### src/rtl/mdu_seq_pkg.sv
// ---------------------------------------------------------------------------
// mdu_seq_pkg
// Shared definitions for the integer execute slice: ALU op encodings,
// multiply/divide unit opcodes, MDU FSM state encodings and the default
// datapath width. Also holds small opcode-decode helpers used by the MDU.
// ---------------------------------------------------------------------------
package mdu_seq_pkg;

    localparam int unsigned MDU_DATA_W = 32;
    localparam int unsigned MDU_OP_W   = 3;

    // ALU operation encodings used by the neighbouring single-cycle ALU.
    typedef enum logic [3:0] {
        ALU_ADD  = 4'h0,
        ALU_SUB  = 4'h1,
        ALU_AND  = 4'h2,
        ALU_OR   = 4'h3,
        ALU_XOR  = 4'h4,
        ALU_SLL  = 4'h5,
        ALU_SRL  = 4'h6,
        ALU_SRA  = 4'h7,
        ALU_SLT  = 4'h8,
        ALU_SLTU = 4'h9
    } alu_op_e;

    // Multiply/divide opcodes; bit 2 selects the divide group.
    typedef enum logic [2:0] {
        MDU_MUL    = 3'b000,
        MDU_MULH   = 3'b001,
        MDU_MULHSU = 3'b010,
        MDU_MULHU  = 3'b011,
        MDU_DIV    = 3'b100,
        MDU_DIVU   = 3'b101,
        MDU_REM    = 3'b110,
        MDU_REMU   = 3'b111
    } mdu_op_e;

    typedef enum logic [1:0] {
        MDU_IDLE = 2'b00,
        MDU_CALC = 2'b01,
        MDU_DONE = 2'b10
    } mdu_state_e;

    // Operand 1 is interpreted as signed for these ops.
    function automatic logic op_src1_signed(input mdu_op_e op);
        return op inside {MDU_MULH, MDU_MULHSU, MDU_DIV, MDU_REM};
    endfunction

    // Operand 2 is interpreted as signed for these ops.
    function automatic logic op_src2_signed(input mdu_op_e op);
        return op inside {MDU_MULH, MDU_DIV, MDU_REM};
    endfunction

endpackage

### src/rtl/mdu_div_core.sv
// ---------------------------------------------------------------------------
// mdu_div_core
// One combinational restoring-division step on unsigned magnitudes.
// Only compiled when MDU_SEQ_DIV_EN is defined.
//
// Ports:
//   rem_i  [DATA_W-1:0]  partial remainder (always < dvsr_i)
//   quo_i  [DATA_W-1:0]  dividend bits still to shift in (MSB first),
//                        with quotient bits accumulating at the LSB end
//   dvsr_i [DATA_W-1:0]  divisor magnitude
//   rem_o  [DATA_W-1:0]  updated partial remainder
//   quo_o  [DATA_W-1:0]  quo_i shifted left with the new quotient bit
// ---------------------------------------------------------------------------
`ifdef MDU_SEQ_DIV_EN
module mdu_div_core
    import mdu_seq_pkg::*;
#(
    parameter int unsigned DATA_W = MDU_DATA_W
) (
    input  logic [DATA_W-1:0] rem_i,
    input  logic [DATA_W-1:0] quo_i,
    input  logic [DATA_W-1:0] dvsr_i,
    output logic [DATA_W-1:0] rem_o,
    output logic [DATA_W-1:0] quo_o
);

    logic [DATA_W:0] shifted;
    logic [DATA_W:0] diff;

    always_comb begin
        shifted = {rem_i, quo_i[DATA_W-1]};
        diff    = shifted - {1'b0, dvsr_i};
        // Since rem_i < dvsr_i, shifted < 2*dvsr_i, so diff[DATA_W] is a
        // clean borrow flag and the restored value always fits DATA_W bits.
        if (!diff[DATA_W]) begin
            rem_o = diff[DATA_W-1:0];
        end else begin
            rem_o = shifted[DATA_W-1:0];
        end
        quo_o = {quo_i[DATA_W-2:0], ~diff[DATA_W]};
    end

endmodule
`endif

### src/rtl/mdu_seq.sv
// ---------------------------------------------------------------------------
// mdu_seq
// Sequential multiply/divide unit. One radix-2 step per cycle for DATA_W
// cycles; shift-add multiply inline, restoring divide via mdu_div_core.
// Signed ops run on magnitudes and the sign is applied to the final result.
//
// Configuration macro: MDU_SEQ_DIV_EN
//   defined   - DIV/DIVU/REM/REMU implemented (divide-by-zero and signed
//               overflow answered in one cycle without entering CALC)
//   undefined - divide ops return 0 after one cycle, no divider built
//
// Ports:
//   clk        rising-edge clock
//   rst_n      asynchronous active-low reset
//   flush      abort any operation, return to IDLE, discard result
//   in_valid   request valid
//   in_ready   unit can accept a request (IDLE only)
//   op         opcode (mdu_op_e)
//   src1       operand 1 / dividend
//   src2       operand 2 / divisor
//   out_valid  result valid (DONE)
//   out_ready  consumer accepts result
//   res        result, held stable while out_valid && !out_ready
// ---------------------------------------------------------------------------
module mdu_seq
    import mdu_seq_pkg::*;
#(
    parameter int unsigned DATA_W = MDU_DATA_W,
    parameter int unsigned OP_W   = MDU_OP_W
) (
    input  logic              clk,
    input  logic              rst_n,
    input  logic              flush,
    input  logic              in_valid,
    output logic              in_ready,
    input  logic [OP_W-1:0]   op,
    input  logic [DATA_W-1:0] src1,
    input  logic [DATA_W-1:0] src2,
    output logic              out_valid,
    input  logic              out_ready,
    output logic [DATA_W-1:0] res
);

    localparam int unsigned       CNT_W    = $clog2(DATA_W);
    localparam logic [CNT_W-1:0]  CNT_LAST = CNT_W'(DATA_W - 1);

    // ---------------- state ----------------
    mdu_state_e          state_q;
    mdu_op_e             op_q;
    logic [CNT_W-1:0]    cnt_q;
    logic [DATA_W-1:0]   dvs_q;      // multiplicand / divisor magnitude
    logic [2*DATA_W-1:0] acc_q;      // {hi, lo}: product or {remainder, quotient}
    logic                neg_q;      // negate final result
    logic                in_ready_q;
    logic                out_valid_q;
    logic [DATA_W-1:0]   res_q;

    // ---------------- accept-time decode ----------------
    mdu_op_e           op_in;
    logic              s1_neg;
    logic              s2_neg;
    logic [DATA_W-1:0] mag1;
    logic [DATA_W-1:0] mag2;
    logic              neg_d;
    logic              early_d;      // answer without entering CALC
    logic [DATA_W-1:0] early_res_d;

`ifdef MDU_SEQ_DIV_EN
    localparam logic [DATA_W-1:0] MOST_NEG = {1'b1, {(DATA_W-1){1'b0}}};
    logic div_zero;
    logic div_ovf;
`endif

    always_comb begin
        op_in  = mdu_op_e'(op);
        s1_neg = op_src1_signed(op_in) & src1[DATA_W-1];
        s2_neg = op_src2_signed(op_in) & src2[DATA_W-1];
        mag1   = s1_neg ? ('0 - src1) : src1;
        mag2   = s2_neg ? ('0 - src2) : src2;
        // Remainder follows the dividend sign; everything else the XOR.
        neg_d  = (op_in == MDU_REM) ? s1_neg : (s1_neg ^ s2_neg);
`ifdef MDU_SEQ_DIV_EN
        div_zero = (src2 == '0);
        div_ovf  = ((op_in == MDU_DIV) || (op_in == MDU_REM)) &&
                   (src1 == MOST_NEG) && (src2 == '1);
        early_d  = op_in[2] && (div_zero || div_ovf);
        if (div_zero) begin
            early_res_d = op_in[1] ? src1 : '1;
        end else if (div_ovf) begin
            early_res_d = op_in[1] ? '0 : src1;
        end else begin
            early_res_d = '0;
        end
`else
        early_d     = op_in[2];
        early_res_d = '0;
`endif
    end

    // ---------------- iterative step ----------------
    logic [DATA_W:0]     mul_sum;
    logic [2*DATA_W-1:0] mul_next;
    logic [2*DATA_W-1:0] acc_d;

    always_comb begin
        // Shift-add: add multiplicand into the high half when the current
        // multiplier bit (acc_q[0]) is set, then shift the whole thing right.
        mul_sum  = {1'b0, acc_q[2*DATA_W-1:DATA_W]} +
                   (acc_q[0] ? {1'b0, dvs_q} : '0);
        mul_next = {mul_sum, acc_q[DATA_W-1:1]};
    end

`ifdef MDU_SEQ_DIV_EN
    logic [DATA_W-1:0] div_rem;
    logic [DATA_W-1:0] div_quo;

    mdu_div_core #(
        .DATA_W (DATA_W)
    ) u_div_core (
        .rem_i  (acc_q[2*DATA_W-1:DATA_W]),
        .quo_i  (acc_q[DATA_W-1:0]),
        .dvsr_i (dvs_q),
        .rem_o  (div_rem),
        .quo_o  (div_quo)
    );

    assign acc_d = op_q[2] ? {div_rem, div_quo} : mul_next;
`else
    assign acc_d = mul_next;
`endif

    // ---------------- final result from last step ----------------
    logic [DATA_W-1:0] acc_hi;
    logic [DATA_W-1:0] acc_lo;
    logic [DATA_W-1:0] hi_neg;       // high half of -{acc_hi, acc_lo}
    logic [DATA_W-1:0] res_d;

    always_comb begin
        acc_hi = acc_d[2*DATA_W-1:DATA_W];
        acc_lo = acc_d[DATA_W-1:0];
        // -(x) = ~x + 1; the +1 carries into the high half only when lo == 0.
        hi_neg = ~acc_hi + {{(DATA_W-1){1'b0}}, (acc_lo == '0)};
        res_d  = '0;
        case (op_q)
            MDU_MUL:                       res_d = acc_lo;
            MDU_MULH, MDU_MULHSU, MDU_MULHU: res_d = neg_q ? hi_neg : acc_hi;
`ifdef MDU_SEQ_DIV_EN
            MDU_DIV, MDU_DIVU:             res_d = neg_q ? ('0 - acc_lo) : acc_lo;
            MDU_REM, MDU_REMU:             res_d = neg_q ? ('0 - acc_hi) : acc_hi;
`endif
            default:                       res_d = '0;
        endcase
    end

    // ---------------- FSM with registered outputs ----------------
    always_ff @(posedge clk or negedge rst_n) begin
        if (!rst_n) begin
            state_q     <= MDU_IDLE;
            op_q        <= MDU_MUL;
            cnt_q       <= '0;
            dvs_q       <= '0;
            acc_q       <= '0;
            neg_q       <= 1'b0;
            in_ready_q  <= 1'b1;
            out_valid_q <= 1'b0;
            res_q       <= '0;
        end else if (flush) begin
            state_q     <= MDU_IDLE;
            cnt_q       <= '0;
            in_ready_q  <= 1'b1;
            out_valid_q <= 1'b0;
            res_q       <= '0;
        end else begin
            case (state_q)
                MDU_IDLE: begin
                    if (in_valid && in_ready_q) begin
                        op_q       <= op_in;
                        neg_q      <= neg_d;
                        dvs_q      <= mag2;
                        // lo half: multiplier or dividend; hi half starts clear
                        acc_q      <= {{DATA_W{1'b0}}, mag1};
                        cnt_q      <= '0;
                        in_ready_q <= 1'b0;
                        if (early_d) begin
                            state_q     <= MDU_DONE;
                            out_valid_q <= 1'b1;
                            res_q       <= early_res_d;
                        end else begin
                            state_q <= MDU_CALC;
                        end
                    end
                end
                MDU_CALC: begin
                    acc_q <= acc_d;
                    cnt_q <= cnt_q + 1'b1;
                    if (cnt_q == CNT_LAST) begin
                        state_q     <= MDU_DONE;
                        out_valid_q <= 1'b1;
                        res_q       <= res_d;
                    end
                end
                MDU_DONE: begin
                    if (out_ready) begin
                        state_q     <= MDU_IDLE;
                        out_valid_q <= 1'b0;
                        in_ready_q  <= 1'b1;
                    end
                end
                default: begin
                    state_q     <= MDU_IDLE;
                    out_valid_q <= 1'b0;
                    in_ready_q  <= 1'b1;
                end
            endcase
        end
    end

    assign in_ready  = in_ready_q;
    assign out_valid = out_valid_q;
    assign res       = res_q;

endmodule

### config.mk
export PLATFORM = sky130hd
export DESIGN_NAME = mdu_seq
export DESIGN_NICKNAME = d
export VERILOG_FILES = /design/src/rtl/mdu_seq_pkg.sv /design/src/rtl/mdu_div_core.sv /design/src/rtl/mdu_seq.sv
export SDC_FILE = /design/constraint.sdc
export NUM_CORES = 1
export LEC_CHECK = 0
export BUFFER_PORTS_ARGS = -buffer_cell sky130_fd_sc_hd__clkbuf_2
export CAP_MARGIN = 20
export CORE_UTILIZATION = 65
export CTS_BUF_LIST = sky130_fd_sc_hd__clkbuf_8
export DETAILED_ROUTE_END_ITERATION = 8
export GPL_TIMING_DRIVEN = 0
export PLACE_DENSITY_LB_ADDON = 0.3
export SLEW_MARGIN = 30
export SYNTH_ARGS = -nofsm -noshare
export SYNTH_HDL_FRONTEND = slang
export SYNTH_SLANG_ARGS = --single-unit
### constraint.sdc
create_clock -name clk -period 8.5 [get_ports clk]
set_input_delay 0.85 -clock clk [delete_from_list [all_inputs] [get_ports clk]]
set_output_delay 0.85 -clock clk [all_outputs]
set_load 0.005 [all_outputs]
==> key figures <==
Clock network
  – Total CTS buffers: 17
  – Number of sinks driven by the clock tree: 141
  – Maximum buffer depth of the clock tree: 2
  – Clock tree from TritonCTS: done
  – Count of cells resized by post-cts repair: 0
  – Clock slew at reported path FFs: 0.09 ns
  – Clk Latency, worst-skew pair: 0.48 ns
  – Buffer count from post-CTS setup fixing: 0
  – Number of hold buffers added after cts: 0
  – Cell at the root of the clock tree: sky130_fd_sc_hd__clkbuf_8
  – H-tree lvl count: 4

Drt
  – Total via count after detailed routing: 9717
  – DR WL/cell: 17.8 um
  – Number of violations reported at the end of detailed-routing iteration 0: 973
  – Router iterations before antenna repair: 6
  – Aggregate routed wire length: 27400 um
  – Drt drc: 0
  – Number of nets with antenna violations after routing: 0
  – Post-DR vias/cell: 6.31

Synthesis
  – Yosys Warn Count: 0
  – Share of async-settable or async-resettable flops after synthesis: 100%
  – Number of enable-type register cells in the synthesized netlist: 0
  – Average size of a mapped cell: 8.31 um2
  – Share of the synthesized area in the top cell type: 34.7%
  – Mapped Cells: 1215
  – Most frequent cell after synthesis: sky130_fd_sc_hd__nand2_1
  – Most used standard cells in the synthesized netlist: sky130_fd_sc_hd__nand2_1 (188), sky130_fd_sc_hd__o21ai_0 (173), sky130_fd_sc_hd__dfrtp_1 (140), sky130_fd_sc_hd__a21oi_1 (62), sky130_fd_sc_hd__xor2_1 (62)
  – Sequential element share of the synthesized area: 35.0%
  – Post-Syn Area: 0.0101 mm2
  – Flop and latch count out of synthesis: 141
  – Count of distinct cell types in the synthesized netlist: 75
  – Post-synthesis cell type with the largest combined area: sky130_fd_sc_hd__dfrtp_1
  – Top_reg_cell synth: sky130_fd_sc_hd__dfrtp_1
  – Synth top area cells: sky130_fd_sc_hd__dfrtp_1 (35%), sky130_fd_sc_hd__o21ai_0 (8.6%), sky130_fd_sc_hd__nand2_1 (7.0%)
  – Number of nets in the synthesized netlist: 1326

STA
  – RSZ-0062 raised after global routing: no
  – Crit share post-route: 52.2%
  – Total negative slack for setup checks: 0 ns
  – Count of final max-slew check failures: 0
  – Hold violation count in the final report: 0
  – Min Tclk post-route: 4.44 ns
  – Highest clock frequency the design can meet: 225 MHz
  – Worst Tran Pin Value: 0.991 ns
  – Setup-violating endpoint count in the final report: 0
  – Clock Skew: 0.0146 ns
  – Final Worst Setup Slack: 4.06 ns
  – Headroom to the max-slew limit: 33.5%

Floorplan
  – Initial Utilization: 66.4%
  – Area of the die: 0.0160 mm2
  – I/O Pins: 106
  – Width of the die: 127 um
  – Core Area: 0.0152 mm2
  – # rows: 45
  – Die extent in y: 127 um

Global route
  – Routing usage on met2: 58.7%
  – Number of antenna violations at the first check in global routing: 0
  – Met3 routing resource usage after global routing: 4.64%
  – Vias in the first global route: 9018
  – Overall fraction of global-route tracks in use: 35.3%
  – Remaining global-route overflow: 0
  – Met1 usage: 46.8%
  – Pin count of the biggest net entering global routing: 83
  – GR peak layer: met2
  – Wire length of the first global-routing pass: 44500 um

Placed design
  – Cell Area, Placed: 0.0109 mm2
  – Setup slack after placement: 4.10 ns
  – HPWL after DPL: 21200 um
  – Global placement routability congestion: 0.919
  – Instance count after placement with tap cells included: 1508
  – Number of port buffers: 104

Outcome
  – Outcome: completed

Pwr
  – Largest vdd supply drop: 0.117 mV
  – Power density over cell area: 196 mW/mm2
  – Leak pwr: 5.09 nW

Finish
  – Sequential standard cell area: 0.00353 mm2
  – Number of standard cells in the layout, taps in and fillers out: 1540
  – Share of final-layout standard cells stronger than drive strength 1: 13.2%
  – Antenna Diode Count: 0
  – Fill cell instance count of the final layout: 1203
  – Post-route design area: 0.0113 mm2
  – Nets: 1450
  – Multi-input combinational cell area: 0.00622 mm2
  – Area growth, synth to finish: 12.0%

Worst setup path
  – Worst-case register-to-register setup slack: 4.06 ns
  – Maximum fanout along the worst path: 10
  – Endpoint of the worst register-to-register path: res[25]
  – Required time of the critical path: 8.86 ns
  – Reg-to-Reg Start: acc_q[0]
  – CP arrival: 4.80 ns
  – Count of cells along the worst register-to-register path: 14
  – Type of element launching the critical path: flip-flop
  – Crit path capture type: flip-flop
  – Critical Setup Path Class: flip-flop to flip-flop

Run
  – Count of max-cap constraint violations: 0

Hold path
  – Min-delay worst type: input port to asynchronous set/reset pin
cells in the final DEF (no fill, tap or decap), drive strengths merged, types with 19 or more instances in the layout:
| cell type | synthesis | final |
|---|---|---|
| nor2 | 60 | 60 |
| a22o | 27 | 27 |
| a21oi | 63 | 63 |
| a22oi | 30 | 30 |
| and2 | 41 | 41 |
| inv | 16 | 21 |
| clkbuf | 61 | 182 |
| xnor2 | 45 | 45 |
| nor4 | 22 | 22 |
| dfrtp | 140 | 140 |
| nand3 | 19 | 19 |
| xor2 | 62 | 62 |
| nor3 | 26 | 26 |
| nand2 | 188 | 188 |
| o21ai | 186 | 186 |
| ha | 38 | 38 |
cell type report:
type / instances / share of cell area, %
clock buffer: 17 / 2.07
sequential: 141 / 31.2
timing repair buffer: 105 / 4.92
clock inverter: 15 / 1.66
multi-input combinational: 988 / 55.0
tap: 188 / 2.08
inverter: 16 / 0.531
buffer: 70 / 2.49
worst max path at each step:
stage              from      end  slack [ns]
6_report       acc_q[0]  res[25]        4.06
5_1_grt        acc_q[0]  res[31]        3.65
4_1_cts        acc_q[0]  res[25]        4.10
3_5_place_dp   acc_q[0]  res[25]        4.10
3_3_place_gp   acc_q[0]  res[25]        4.12
2_1_floorplan  acc_q[0]  res[31]        4.84
report_power, final:
group	internal [mW]	switching, mW	leakage, nW
clock network	0.295	0.300	0.209
logic	0.274	0.474	3.03
registers	0.775	0.0953	1.86
total	1.34	0.870	5.09
logic make-up (layout without fill, tap and decap cells):
group | count (synthesis) | after routing | share of synthesized area (%)
multiplexers | 10 | 10 | 1.02
buffers and inverters | 86 | 223 | 3.38
flip-flops | 141 | 141 | 35.0
AO/OA/AOI/OAI | 399 | 399 | 25.0
XOR/XNOR | 107 | 107 | 9.28
adder cells (fa/ha/maj) | 39 | 39 | 4.91
AND/OR/NAND/NOR | 433 | 433 | 21.4
stage by stage:
stage / power (mW) / hold WS (ns) / util [%]
3_3_place_gp: 1.58 / 0.453 / 71.4
4_1_cts: 2.20 / 0.350 / 74.4
2_1_floorplan: 1.38 / 0.442 / -
3_5_place_dp: 1.61 / 0.468 / 71.6
6_report: 2.21 / 0.338 / 74.4
5_1_grt: 2.33 / 0.383 / 74.4
registers in the layout, summed over array words and instances, names as in the netlist:
name,flops
res,32
state_q,2
cnt_q,5
op_q,3
dvs_q,32
out_valid,1
in_ready,1
acc_q,64
neg_q,1
worst max-delay path: stages, from the launching register on:
cell                       delay, ns
sky130_fd_sc_hd__dfrtp_1        0.50
sky130_fd_sc_hd__clkbuf_1       0.23
sky130_fd_sc_hd__and2_1         0.20
sky130_fd_sc_hd__ha_1           0.24
sky130_fd_sc_hd__fa_1           0.42
sky130_fd_sc_hd__a21o_1         0.22
sky130_fd_sc_hd__a221o_1        0.40
sky130_fd_sc_hd__nand3_2        0.16
sky130_fd_sc_hd__nand2_1        0.08
sky130_fd_sc_hd__xor2_1         0.24
sky130_fd_sc_hd__nor4_2         0.60
sky130_fd_sc_hd__nand4_1        0.39
sky130_fd_sc_hd__o31ai_1        0.35
sky130_fd_sc_hd__xor2_1         0.23
sky130_fd_sc_hd__o21ai_1        0.07
metal layers:
metal,up-vias,share of wire (%)
met5,-,0
met4,0,3.1
met3,61,6.7
met2,432,47
met1,4570,43
li1,4654,-
No activity file was read; power rests on OpenSTA's default activity.
